**src/rtl/isa_pkg.sv**
```systemverilog
// -----------------------------------------------------------------------------
// isa_pkg
// Shared definitions for the 16-bit, 32-GPR processor: instruction-register
// field positions, opcode values, flag bit indices and the sequencer state
// encoding.
// -----------------------------------------------------------------------------
package isa_pkg;

    // IR field positions
    localparam int OPER_MSB     = 31;
    localparam int OPER_LSB     = 27;
    localparam int RDST_MSB     = 26;
    localparam int RDST_LSB     = 22;
    localparam int RSRC1_MSB    = 21;
    localparam int RSRC1_LSB    = 17;
    localparam int IMM_MODE_BIT = 16;
    localparam int RSRC2_MSB    = 15;
    localparam int RSRC2_LSB    = 11;
    localparam int ISRC_MSB     = 15;
    localparam int ISRC_LSB     = 0;

    // Flag bit indices within {sign, zero, overflow, carry}
    localparam int FLAG_S = 3;
    localparam int FLAG_Z = 2;
    localparam int FLAG_V = 1;
    localparam int FLAG_C = 0;

    // Datapath ops listed here are a subset; any value that is not a control
    // opcode is forwarded to the datapath unchanged.
    typedef enum logic [4:0] {
        OP_MOV  = 5'd0,
        OP_ADD  = 5'd1,
        OP_ADI  = 5'd2,
        OP_SUB  = 5'd3,
        OP_JMP  = 5'd16,
        OP_JC   = 5'd17,
        OP_JNC  = 5'd18,
        OP_JS   = 5'd19,
        OP_JNS  = 5'd20,
        OP_JZ   = 5'd21,
        OP_JNZ  = 5'd22,
        OP_JO   = 5'd23,
        OP_JNO  = 5'd24,
        OP_HALT = 5'd31
    } opcode_e;

    typedef enum logic [2:0] {
        S_IDLE,
        S_FETCH,
        S_DECODE,
        S_ISSUE,
        S_WAIT,
        S_HALT
    } seq_state_e;

    function automatic logic [4:0] oper_type(input logic [31:0] instr);
        return instr[OPER_MSB:OPER_LSB];
    endfunction

endpackage

```
**src/rtl/instr_sequencer_if.sv**
```systemverilog
// -----------------------------------------------------------------------------
// instr_sequencer_if
// Bundles the instruction-memory fetch handshake and the datapath issue
// handshake seen by the sequencer.
//   imem_req/imem_addr  -> fetch request and address (sequencer drives)
//   imem_valid/rdata    <- fetched instruction (memory drives)
//   ir/exec_en          -> current instruction and issue strobe
//   exec_done/flags_in  <- datapath completion and result flags
// master = sequencer side, slave = memory/datapath side.
// -----------------------------------------------------------------------------
interface instr_sequencer_if #(
    parameter int PC_W = 8
);
    logic            imem_req;
    logic [PC_W-1:0] imem_addr;
    logic            imem_valid;
    logic [31:0]     imem_rdata;
    logic [31:0]     ir;
    logic            exec_en;
    logic            exec_done;
    logic [3:0]      flags_in;

    modport master (
        output imem_req, imem_addr, ir, exec_en,
        input  imem_valid, imem_rdata, exec_done, flags_in
    );

    modport slave (
        input  imem_req, imem_addr, ir, exec_en,
        output imem_valid, imem_rdata, exec_done, flags_in
    );
endinterface

```
**src/rtl/branch_eval.sv**
```systemverilog
// -----------------------------------------------------------------------------
// branch_eval
// Combinational jump resolution.
//   opcode_i  : oper_type field of the current instruction
//   flags_i   : latched {sign, zero, overflow, carry}
//   is_jump_o : opcode is JMP or one of the conditional jumps
//   take_o    : jump is taken (always 0 for non-jumps)
// -----------------------------------------------------------------------------
module branch_eval
    import isa_pkg::*;
(
    input  logic [4:0] opcode_i,
    input  logic [3:0] flags_i,
    output logic       is_jump_o,
    output logic       take_o
);

    always_comb begin
        // NOTE: defaults first so every path assigns both outputs; otherwise
        // the unlisted opcodes would infer latches.
        is_jump_o = 1'b1;
        take_o    = 1'b0;
        case (opcode_i)
            OP_JMP:  take_o = 1'b1;
            OP_JC:   take_o =  flags_i[FLAG_C];
            OP_JNC:  take_o = ~flags_i[FLAG_C];
            OP_JS:   take_o =  flags_i[FLAG_S];
            OP_JNS:  take_o = ~flags_i[FLAG_S];
            OP_JZ:   take_o =  flags_i[FLAG_Z];
            OP_JNZ:  take_o = ~flags_i[FLAG_Z];
            OP_JO:   take_o =  flags_i[FLAG_V];
            OP_JNO:  take_o = ~flags_i[FLAG_V];
            default: is_jump_o = 1'b0;
        endcase
    end

endmodule

```
**src/rtl/instr_sequencer.sv**
```systemverilog
// -----------------------------------------------------------------------------
// instr_sequencer
// Fetch/decode/issue controller. Fetches instructions into IR, issues
// datapath ops one at a time, latches returned flags and resolves jumps and
// HALT internally. Sole owner of PC and IR.
//   clk, rst_n : clock, asynchronous active-low reset
//   start      : begin execution at RESET_PC (IDLE or HALT only)
//   bus        : fetch + issue handshakes (master modport)
//   flags      : latched {sign, zero, overflow, carry}
//   pc         : program counter
//   busy       : not in IDLE/HALT
//   halted     : in HALT
//   err        : sticky execution timeout
// -----------------------------------------------------------------------------
module instr_sequencer
    import isa_pkg::*;
#(
    parameter int              PC_W         = 8,
    parameter logic [PC_W-1:0] RESET_PC     = '0,
    parameter int              EXEC_TIMEOUT = 15
) (
    input  logic                clk,
    input  logic                rst_n,
    input  logic                start,
    instr_sequencer_if.master   bus,
    output logic [3:0]          flags,
    output logic [PC_W-1:0]     pc,
    output logic                busy,
    output logic                halted,
    output logic                err
);

    localparam int              CNT_W    = $clog2(EXEC_TIMEOUT + 1);
    localparam logic [CNT_W-1:0] TMO_LAST = CNT_W'(EXEC_TIMEOUT - 1);

    seq_state_e       state_q;
    logic [PC_W-1:0]  pc_q;
    logic [31:0]      ir_q;
    logic [3:0]       flags_q;
    logic [CNT_W-1:0] cnt_q;
    logic             err_q;
    logic             imem_req_q;
    logic             exec_en_q;
    logic             busy_q;
    logic             halted_q;

    logic [4:0]       opcode;
    logic             is_jump;
    logic             take;
    logic [PC_W-1:0]  pc_inc;

    assign opcode = oper_type(ir_q);
    assign pc_inc = pc_q + PC_W'(1);

    branch_eval u_branch_eval (
        .opcode_i  (opcode),
        .flags_i   (flags_q),
        .is_jump_o (is_jump),
        .take_o    (take)
    );

    // Outputs are set alongside each state transition so every strobe comes
    // straight from a flop and drops with the asynchronous reset.
    always_ff @(posedge clk or negedge rst_n) begin
        if (!rst_n) begin
            state_q    <= S_IDLE;
            pc_q       <= RESET_PC;
            ir_q       <= '0;
            flags_q    <= '0;
            cnt_q      <= '0;
            err_q      <= 1'b0;
            imem_req_q <= 1'b0;
            exec_en_q  <= 1'b0;
            busy_q     <= 1'b0;
            halted_q   <= 1'b0;
        end else begin
            // NOTE: non-blocking assignments only, so every register updates
            // from the values held before this edge regardless of order.
            case (state_q)
                S_IDLE: begin
                    if (start) begin
                        pc_q       <= RESET_PC;
                        err_q      <= 1'b0;
                        imem_req_q <= 1'b1;
                        busy_q     <= 1'b1;
                        state_q    <= S_FETCH;
                    end
                end
                S_FETCH: begin
                    if (bus.imem_valid) begin
                        ir_q       <= bus.imem_rdata;
                        imem_req_q <= 1'b0;
                        state_q    <= S_DECODE;
                    end
                end
                S_DECODE: begin
                    if (opcode == OP_HALT) begin
                        busy_q   <= 1'b0;
                        halted_q <= 1'b1;
                        state_q  <= S_HALT;
                    end else if (is_jump) begin
                        pc_q       <= take ? ir_q[ISRC_LSB +: PC_W] : pc_inc;
                        imem_req_q <= 1'b1;
                        state_q    <= S_FETCH;
                    end else begin
                        exec_en_q <= 1'b1;
                        state_q   <= S_ISSUE;
                    end
                end
                S_ISSUE: begin
                    exec_en_q <= 1'b0;
                    cnt_q     <= '0;
                    // A completion in the issue cycle itself is accepted.
                    if (bus.exec_done) begin
                        flags_q    <= bus.flags_in;
                        pc_q       <= pc_inc;
                        imem_req_q <= 1'b1;
                        state_q    <= S_FETCH;
                    end else begin
                        state_q <= S_WAIT;
                    end
                end
                S_WAIT: begin
                    if (bus.exec_done) begin
                        flags_q    <= bus.flags_in;
                        pc_q       <= pc_inc;
                        imem_req_q <= 1'b1;
                        state_q    <= S_FETCH;
                    end else if (cnt_q == TMO_LAST) begin
                        err_q    <= 1'b1;
                        busy_q   <= 1'b0;
                        halted_q <= 1'b1;
                        state_q  <= S_HALT;
                    end else begin
                        cnt_q <= cnt_q + CNT_W'(1);
                    end
                end
                S_HALT: begin
                    if (start) begin
                        pc_q       <= RESET_PC;
                        err_q      <= 1'b0;
                        flags_q    <= '0;
                        imem_req_q <= 1'b1;
                        busy_q     <= 1'b1;
                        halted_q   <= 1'b0;
                        state_q    <= S_FETCH;
                    end
                end
                default: begin
                    imem_req_q <= 1'b0;
                    exec_en_q  <= 1'b0;
                    busy_q     <= 1'b0;
                    halted_q   <= 1'b0;
                    state_q    <= S_IDLE;
                end
            endcase
        end
    end

    assign bus.imem_req  = imem_req_q;
    assign bus.imem_addr = pc_q;
    assign bus.ir        = ir_q;
    assign bus.exec_en   = exec_en_q;
    assign flags         = flags_q;
    assign pc            = pc_q;
    assign busy          = busy_q;
    assign halted        = halted_q;
    assign err           = err_q;

endmodule

```
**src/flat_wrapper.sv**
```systemverilog
// flat-port wrapper written by rule: the top's interface ports become plain ports
module instr_sequencer_flat import isa_pkg::*;
#(
    parameter int              PC_W         = 8,
    parameter logic [PC_W-1:0] RESET_PC     = '0,
    parameter int              EXEC_TIMEOUT = 15
)
  (clk, rst_n, start, flags, pc, busy, halted, err, bus_imem_req, bus_imem_addr, bus_ir, bus_exec_en, bus_imem_valid, bus_imem_rdata, bus_exec_done, bus_flags_in);
  instr_sequencer_if #(.PC_W(PC_W)) bus_i ();
  input  logic clk;
  input  logic rst_n;
  input  logic start;
  output logic [3:0] flags;
  output logic [PC_W-1:0] pc;
  output logic busy;
  output logic halted;
  output logic err;
  output wire logic [$bits(bus_i.imem_req)-1:0] bus_imem_req;
  output wire logic [$bits(bus_i.imem_addr)-1:0] bus_imem_addr;
  output wire logic [$bits(bus_i.ir)-1:0] bus_ir;
  output wire logic [$bits(bus_i.exec_en)-1:0] bus_exec_en;
  input wire logic [$bits(bus_i.imem_valid)-1:0] bus_imem_valid;
  input wire logic [$bits(bus_i.imem_rdata)-1:0] bus_imem_rdata;
  input wire logic [$bits(bus_i.exec_done)-1:0] bus_exec_done;
  input wire logic [$bits(bus_i.flags_in)-1:0] bus_flags_in;
  assign bus_imem_req = bus_i.imem_req;
  assign bus_imem_addr = bus_i.imem_addr;
  assign bus_ir = bus_i.ir;
  assign bus_exec_en = bus_i.exec_en;
  assign bus_i.imem_valid = bus_imem_valid;
  assign bus_i.imem_rdata = bus_imem_rdata;
  assign bus_i.exec_done = bus_exec_done;
  assign bus_i.flags_in = bus_flags_in;
  instr_sequencer #(.PC_W(PC_W), .RESET_PC(RESET_PC), .EXEC_TIMEOUT(EXEC_TIMEOUT)) u_core (.clk(clk), .rst_n(rst_n), .start(start), .bus(bus_i), .flags(flags), .pc(pc), .busy(busy), .halted(halted), .err(err));
endmodule
```
**config.mk**
```make
export PLATFORM = sky130hd
export DESIGN_NAME = instr_sequencer_flat
export DESIGN_NICKNAME = d
export VERILOG_FILES = /design/src/rtl/isa_pkg.sv /design/src/rtl/instr_sequencer_if.sv /design/src/rtl/branch_eval.sv /design/src/rtl/instr_sequencer.sv /design/src/flat_wrapper.sv
export SDC_FILE = /design/constraint.sdc
export NUM_CORES = 1
export LEC_CHECK = 0
export CORE_ASPECT_RATIO = 1.4
export CORE_MARGIN = 1.5
export CORE_UTILIZATION = 30
export CTS_BUF_LIST = sky130_fd_sc_hd__clkbuf_4
export DETAILED_ROUTE_END_ITERATION = 7
export GPL_TIMING_DRIVEN = 0
export HOLD_SLACK_MARGIN = 0.03
export PLACE_DENSITY = 0.67
export SLEW_MARGIN = 20
export SYNTH_ARGS = -nofsm -noshare
export SYNTH_HDL_FRONTEND = slang
export SYNTH_SLANG_ARGS = --single-unit
```
**constraint.sdc**
```tcl
create_clock -name clk -period 4.5 [get_ports clk]
set_input_delay 0.9 -clock clk [delete_from_list [all_inputs] [get_ports clk]]
set_output_delay 0.9 -clock clk [all_outputs]
set_load 0.02 [all_outputs]
```
==> summary.md, run 1 <==
| Metric | Value |
|---|---|
| DRC viols | `0` |
| Area growth from synthesis to layout | `42.5%` |
| Most used DFF post-synth | `dfrtp_1` |
| Gpl congestion | `0.893` |
| Synth top area cells | `dfrtp_1 (47%), mux2_2 (12%), mux2i_1 (4.0%), nand2_1 (3.1%), nor2_1 (2.3%)` |
| Total core area | `9790 sq um` |
| Fmax | `0.381 GHz` |
| Sw Pwr | `1360 uW` |
| Largest net degree at the start of global routing | `55` |
| Clock share of power | `0.108` |
| CTS tree | `done` |
| Worst EP arrival | `2930 ps` |
| Clock Sinks | `56` |
| Final hold violation count | `0` |
| Cell Pwr Density | `754 nW/um^2` |
| Drt first pass iters | `4` |
| DP Wirelength | `5.70 mm` |
| Post-CTS Resized | `0` |
| Post-synth ARST share | `1.00` |
| CTS H-tree depth | `2` |
| Cell Int Power | `1860 uW` |
| Gr usage total | `0.151` |
| Multi-input gate area | `1430 sq um` |
| Synthesized instance count | `286` |
| Initial DRC count | `263` |
| Die ar. | `10600 sq um` |
| Clock Tree Root | `clkbuf_4` |
| Initial antenna violation count | `1` |
| Run status | `completed` |
| Mean Syn Cell Area | `10.5 sq um` |
| Min-delay worst type | `in -> async` |
| Sequential share of power | `0.300` |
| FP Rows | `43` |
| Leakage | `0.00179 uW` |
| Initial Util | `0.306` |
| Critical Path RT | `4810 ps` |
| Sw Share | `0.421` |
| Vias | `2588` |
| CTS max path bufs | `2` |
| Worst slew pin tran | `820 ps` |
| Routed Antenna Nets | `0` |
| Top Ports | `98` |
| Dpl cell area | `4160 sq um` |
| Clock-pin transition on the worst setup and hold timing paths | `180 ps` |
| Distinct cell type count after synthesis | `52` |
| Yosys warnings | `0` |
| Crit path max fanout | `7` |
| Crit end category | `register` |
| Layout cell share with drive strength beyond 1 | `0.163` |
| Worst skew pair latency | `400 ps` |
| Synthesized cell area | `3000 sq um` |
| WL final | `7.72 mm` |
| VDD IR-drop max | `0.390 mV` |
| Setup CP Type | `in -> reg` |
| Total clock buffers created by CTS | `5` |
| Global-route wire length before repair | `12.5 mm` |
| Post-route cell area | `4270 sq um` |
| IO Port Bufs | `97` |
| Sequential fraction of the synthesis area | `0.468` |
| Drt via density | `4.90` |
| Post-synth EDFFs | `0` |
| Fin nets | `435` |
| Gr ovfl total | `0` |
| RSZ-0062 raised after global routing | `false` |
| TNS Setup | `0 ps` |
| Slew Limit Fails | `0` |
| Crit path time final | `2630 ps` |
| Element type at the critical path start | `input port` |
| Die X-Extent | `87.5 um` |
| Vias in the first global route | `2568` |
| # fillers | `981` |
| Max-slew headroom | `0.449` |
| # setup viols final | `0` |
| CTS hold repair buffers | `0` |
| Final Cycle Share | `0.584` |
| Routed len/inst | `14.6 um` |
| #FFs+latches synth | `56` |
| Post-synth net total | `330` |
| Comb pwr share | `0.591` |
| Max cap viols | `0` |
| Clock Skews | `14.6 ps` |
| Number of setup buffers added after CTS | `0` |
| Top-area cell type share of the netlist area | `0.468` |
| Largest area contributor in the netlist | `dfrtp_1` |
| Register Area | `1400 sq um` |
| Die span in y | `121 um` |
| Power Total | `3220 uW` |
## per-stage QoR
stage / util / worst slack [ps] / std cells / hold WS [ps]
6_report: 0.436 / 1870 / 528 / 270
5_1_grt: 0.436 / 1750 / 528 / 234
3_5_place_dp: 0.425 / 1440 / 519 / 475
3_3_place_gp: 0.422 / 675 / 518 / 467
4_1_cts: 0.436 / 1860 / 527 / 237
2_1_floorplan: - / 2130 / 286 / 497
## critical path, cell delays in order
cell and delay [ps]:
clkdlybuf4s50_1 540, and3b_1 250, o21ai_1 360, a32oi_1 210, mux2_1 330, a221o_1 350
## routing by layer
| layer | global-route usage | wire length [um] |
|---|---|---|
| met5 | 0 | 0 |
| met4 | 0.0694 | 167 |
| met3 | 0.0340 | 430 |
| met2 | 0.252 | 3950 |
| met1 | 0.182 | 3160 |
## power by group through the flow
stage | combinational [uW] | sequential [uW] | clock, uW
floorplan | 896 | 1200 | 0
global placement | 1870 | 967 | 0
detailed placement | 1910 | 983 | 0
CTS | 1920 | 971 | 366
global route | 2060 | 1010 | 375
finish | 1910 | 967 | 349
## Yosys cell counts, types with 4 or more instances
cell / n
nor2_1: 18
mux2i_1: 12
dfrtp_1: 56
nand2_1: 25
o22ai_1: 5
buf_4: 8
a21oi_1: 11
a31oi_1: 6
o31ai_1: 4
inv_1: 11
o21ai_0: 9
buf_2: 10
and3_1: 7
nand3_1: 8
nand2b_1: 7
mux2_2: 32
## layout by cell type (no fill, tap or decap), drive strengths merged, types with 3 or more instances in the layout
| master | netlist | final |
|---|---|---|
| mux2i | 12 | 12 |
| nor3 | 3 | 3 |
| ha | 3 | 3 |
| a21oi | 11 | 11 |
| xnor2 | 3 | 3 |
| nand4 | 3 | 3 |
| and3 | 7 | 7 |
| a31oi | 6 | 6 |
| dfrtp | 56 | 56 |
| nor2 | 18 | 18 |
| nor3b | 3 | 3 |
| o22ai | 5 | 5 |
| clkbuf | 2 | 7 |
| xor2 | 3 | 3 |
| o21ai | 10 | 10 |
| clkdlybuf4s50 | 0 | 96 |
| buf | 20 | 22 |
| inv | 11 | 12 |
| nand2 | 25 | 25 |
| nand2b | 7 | 7 |
| o31ai | 4 | 4 |
| mux2 | 33 | 33 |
| nand3 | 8 | 8 |
## worst paths after layout
kind | to | slack, ps | cells after the start | start
max | u_core.bus.imem_addr[7] | 1870 | 6 | start
min | u_core.bus.ir[20] | 270 | 1 | rst_n
max reg2reg | u_core.bus.imem_addr[1] | 2180 | 6 | u_core.bus.ir[28]
min reg2reg | u_core.bus.imem_req | 530 | 1 | u_core.bus.imem_req
max in group asynchronous | u_core.state_q[1] | 3780 | 2 | rst_n
min in group clk | u_core.bus.imem_req | 530 | 1 | u_core.bus.imem_req
## cells by family after synthesis
family,Yosys count,synth area share
flops,56,0.468
buf+inv,33,0.0555
mux,45,0.164
compound gates,54,0.125
fa+ha+maj,3,0.0125
simple gates,89,0.157
xor+xnor,6,0.0175
## state kept, by name, indices dropped and copies added (netlist names)
signal	cells
u_core.halted	1
u_core.bus.imem_addr	8
u_core.bus.ir	32
u_core.err	1
u_core.state_q	3
u_core.flags	4
u_core.busy	1
u_core.bus.exec_en	1
u_core.bus.imem_req	1
u_core.cnt_q	4
## layout make-up
type | instances | share of cell area
clock inverter | 3 | 0.0161
timing repair buffer | 98 | 0.233
sequential | 56 | 0.328
multi-input combinational | 197 | 0.335
tap | 135 | 0.0396
antenna | 1 | 0.000586
buffer | 22 | 0.0293
clock buffer | 5 | 0.00879
inverter | 11 | 0.00967
Note: power is estimated with default switching activity, not from simulation.
==> run 2, diff against run 1 <==
--- a/config.mk
+++ b/config.mk
@@ -12,7 +12,7 @@
 export DETAILED_ROUTE_END_ITERATION = 7
 export GPL_TIMING_DRIVEN = 0
 export HOLD_SLACK_MARGIN = 0.03
-export PLACE_DENSITY = 0.67
+export PLACE_DENSITY = 0.69
 export SLEW_MARGIN = 20
 export SYNTH_ARGS = -nofsm -noshare
 export SYNTH_HDL_FRONTEND = slang
==> constraint.sdc (replaced) <==
create_clock -name clk -period 2.35 [get_ports clk]
set_input_delay 0.47 -clock clk [delete_from_list [all_inputs] [get_ports clk]]
set_output_delay 0.47 -clock clk [all_outputs]
set_load 0.02 [all_outputs]
==> summary.md, run 2 (same netlist as run 1, synthesis figures left out) <==
| Metric | Value |
|---|---|
| Leakage | `0.00177 uW (-0.68%)` |
| Global-route wire length before repair | `12.7 mm (+1.7%)` |
| Total clock buffers created by CTS | `5 (unchanged)` |
| Initial antenna violation count | `0 (-1)` |
| Area growth from synthesis to layout | `41.5%` |
| Worst skew pair latency | `410 ps (about the same)` |
| DP Wirelength | `5.59 mm (-1.9%)` |
| Initial Util | `0.306 (unchanged)` |
| Min-delay worst type | `reg -> reg` |
| Die span in y | `121 um (unchanged)` |
| # fillers | `976 (-0.51%)` |
| Clock Sinks | `56 (unchanged)` |
| Clock-pin transition on the worst setup and hold timing paths | `170 ps (about the same)` |
| Gr usage total | `0.154 (+0.00239)` |
| Final hold violation count | `0 (unchanged)` |
| CTS tree | `done` |
| Final Cycle Share | `0.935` |
| RSZ-0062 raised after global routing | `false` |
| Most frequent cells in the layout | `clkdlybuf4s50_1 (96), dfrtp_1 (56), mux2_2 (32)` |
| Layout cell share with drive strength beyond 1 | `0.168 (+0.00467)` |
| Worst EP arrival | `2510 ps (-420 ps)` |
| Drt via density | `5.00 (+1.9%)` |
| Power Total | `5960 uW (+85%)` |
| Worst slew pin tran | `846 ps (+26.0 ps)` |
| Fmax | `0.455 GHz` |
| Critical Path RT | `2670 ps (-2140 ps)` |
| Total core area | `9790 sq um (unchanged)` |
| Die ar. | `10600 sq um (unchanged)` |
| Die X-Extent | `87.5 um (unchanged)` |
| CTS max path bufs | `2 (unchanged)` |
| Number of setup buffers added after CTS | `0 (unchanged)` |
| Gpl congestion | `0.889 (-0.41%)` |
| Clock Skews | `18.9 ps (+4.21 ps)` |
| Fin nets | `436 (+0.23%)` |
| Routed len/inst | `14.5 um (-0.66%)` |
| Max-slew headroom | `0.431 (-0.0175)` |
| Vias | `2638 (+1.9%)` |
| Cell Pwr Density | `1410 nW/um^2 (+86%)` |
| Crit path time final | `2200 ps` |
| Reg2reg start | `u_core.bus.ir[28]` |
| R2r setup slk | `260 ps (-1920 ps)` |
| Commonest non-fill, non-tap cell in the layout | `clkdlybuf4s50_1` |
| # setup viols final | `0 (unchanged)` |
| VDD IR-drop max | `0.512 mV (+31%)` |
| Largest net degree at the start of global routing | `57 (+3.6%)` |
| Initial DRC count | `267 (+1.5%)` |
| Slew Limit Fails | `0 (unchanged)` |
| Crit path max fanout | `10 (+3)` |
| Hold_sp | `u_core.bus.imem_req` |
| R2R depth | `6 (unchanged)` |
| Final worst setup slack | `152 ps (-1720 ps)` |
| Pre-CTS WS | `-298 ps (-1740 ps)` |
| Clock Tree Root | `clkbuf_4` |
| CTS H-tree depth | `2 (unchanged)` |
| Register Area | `1400 sq um (unchanged)` |
| N_diodes | `0 (-1)` |
| Non-filler cells, final | `528 (unchanged)` |
| Max cap viols | `0 (unchanged)` |
| WL final | `7.67 mm (-0.66%)` |
| TNS Setup | `0 ps (unchanged)` |
| Max reg flops | `32 (unchanged)` |
| Reg2reg end | `u_core.bus.imem_addr[1]` |
| FP Rows | `43 (unchanged)` |
| Element type at the critical path start | `input port` |
| Multi-input gate area | `1440 sq um (+0.70%)` |
| Routed Antenna Nets | `0 (unchanged)` |
| Crit end category | `register` |
| Gr ovfl total | `0 (unchanged)` |
| Inst Count DP | `519 (unchanged)` |
| DRC viols | `0 (unchanged)` |
| IO Port Bufs | `97 (unchanged)` |
| Top Ports | `98 (unchanged)` |
| Setup CP Type | `in -> reg` |
| Worst min-delay path endpoint | `u_core.bus.imem_req` |
| Run status | `completed` |
| Vias in the first global route | `2527 (-1.6%)` |
| Fin Hold WS | `502 ps (+232 ps)` |
| Drt first pass iters | `4 (unchanged)` |
| Hold Path Depth | `1` |
[run 2: critical path, cell delays in order]
cell and delay [ps]:
clkdlybuf4s50_1 420, buf_2 210, and3b_1 190, o21ai_1 360, a32oi_1 200, mux2_1 320, a221o_1 340
[run 2: where the power goes]
part	switching, uW	internal, uW
Combinational	1830	1820
Sequential	436	1420
Clock	330	121
[run 2: metrics by stage]
| stage | utilization | instance area, sq um |
|---|---|---|
| floorplan | - | 3000 |
| global placement | 0.422 | 4140 |
| detailed placement | 0.425 | 4160 |
| CTS | 0.432 | 4230 |
| global route | 0.433 | 4240 |
| finish | 0.433 | 4240 |
[run 2: layer usage]
layer / share of wire / up-vias / GRT usage / wire length [um]
li1: - / 1237 / - / -
met1: 0.39 / 1284 / 0.190 / 2990
met2: 0.51 / 95 / 0.250 / 3940
met3: 0.062 / 22 / 0.0327 / 475
met4: 0.034 / 0 / 0.0754 / 263
met5: 0 / - / 0 / 0
[run 2: repair_timing]
action,4_1_cts,5_1_grt
gates resized for setup,0,2
setup endpoints to repair,0,3
hold endpoints to repair,50,0
hold buffers,1,0
[run 2: worst max-delay path by stage]
| stage | start | end | slack [ps] | cells past startpoint |
|---|---|---|---|---|
| 6_report | bus_exec_done | u_core.bus.imem_addr[7] | 150 | 7 |
| 4_1_cts | u_core.bus.ir[29] | u_core.bus.imem_addr[1] | 80 | 6 |
| 3_5_place_dp | bus_exec_done | u_core.bus.imem_addr[7] | -300 | 7 |
| 3_3_place_gp | rst_n | u_core.bus.ir[24] | -1020 | 1 |
| 2_1_floorplan | u_core.bus.ir[28] | u_core.bus.imem_addr[7] | 400 | 5 |
| 5_1_grt | bus_exec_done | u_core.bus.imem_addr[7] | 60 | 7 |
[run 2: cell type report]
type,count,share of cell area
multi-input combinational,197,0.339
sequential,56,0.330
timing repair buffer,99,0.237
tap,135,0.0398
buffer,22,0.0295
inverter,11,0.00973
clock buffer,5,0.00885
clock inverter,3,0.00531
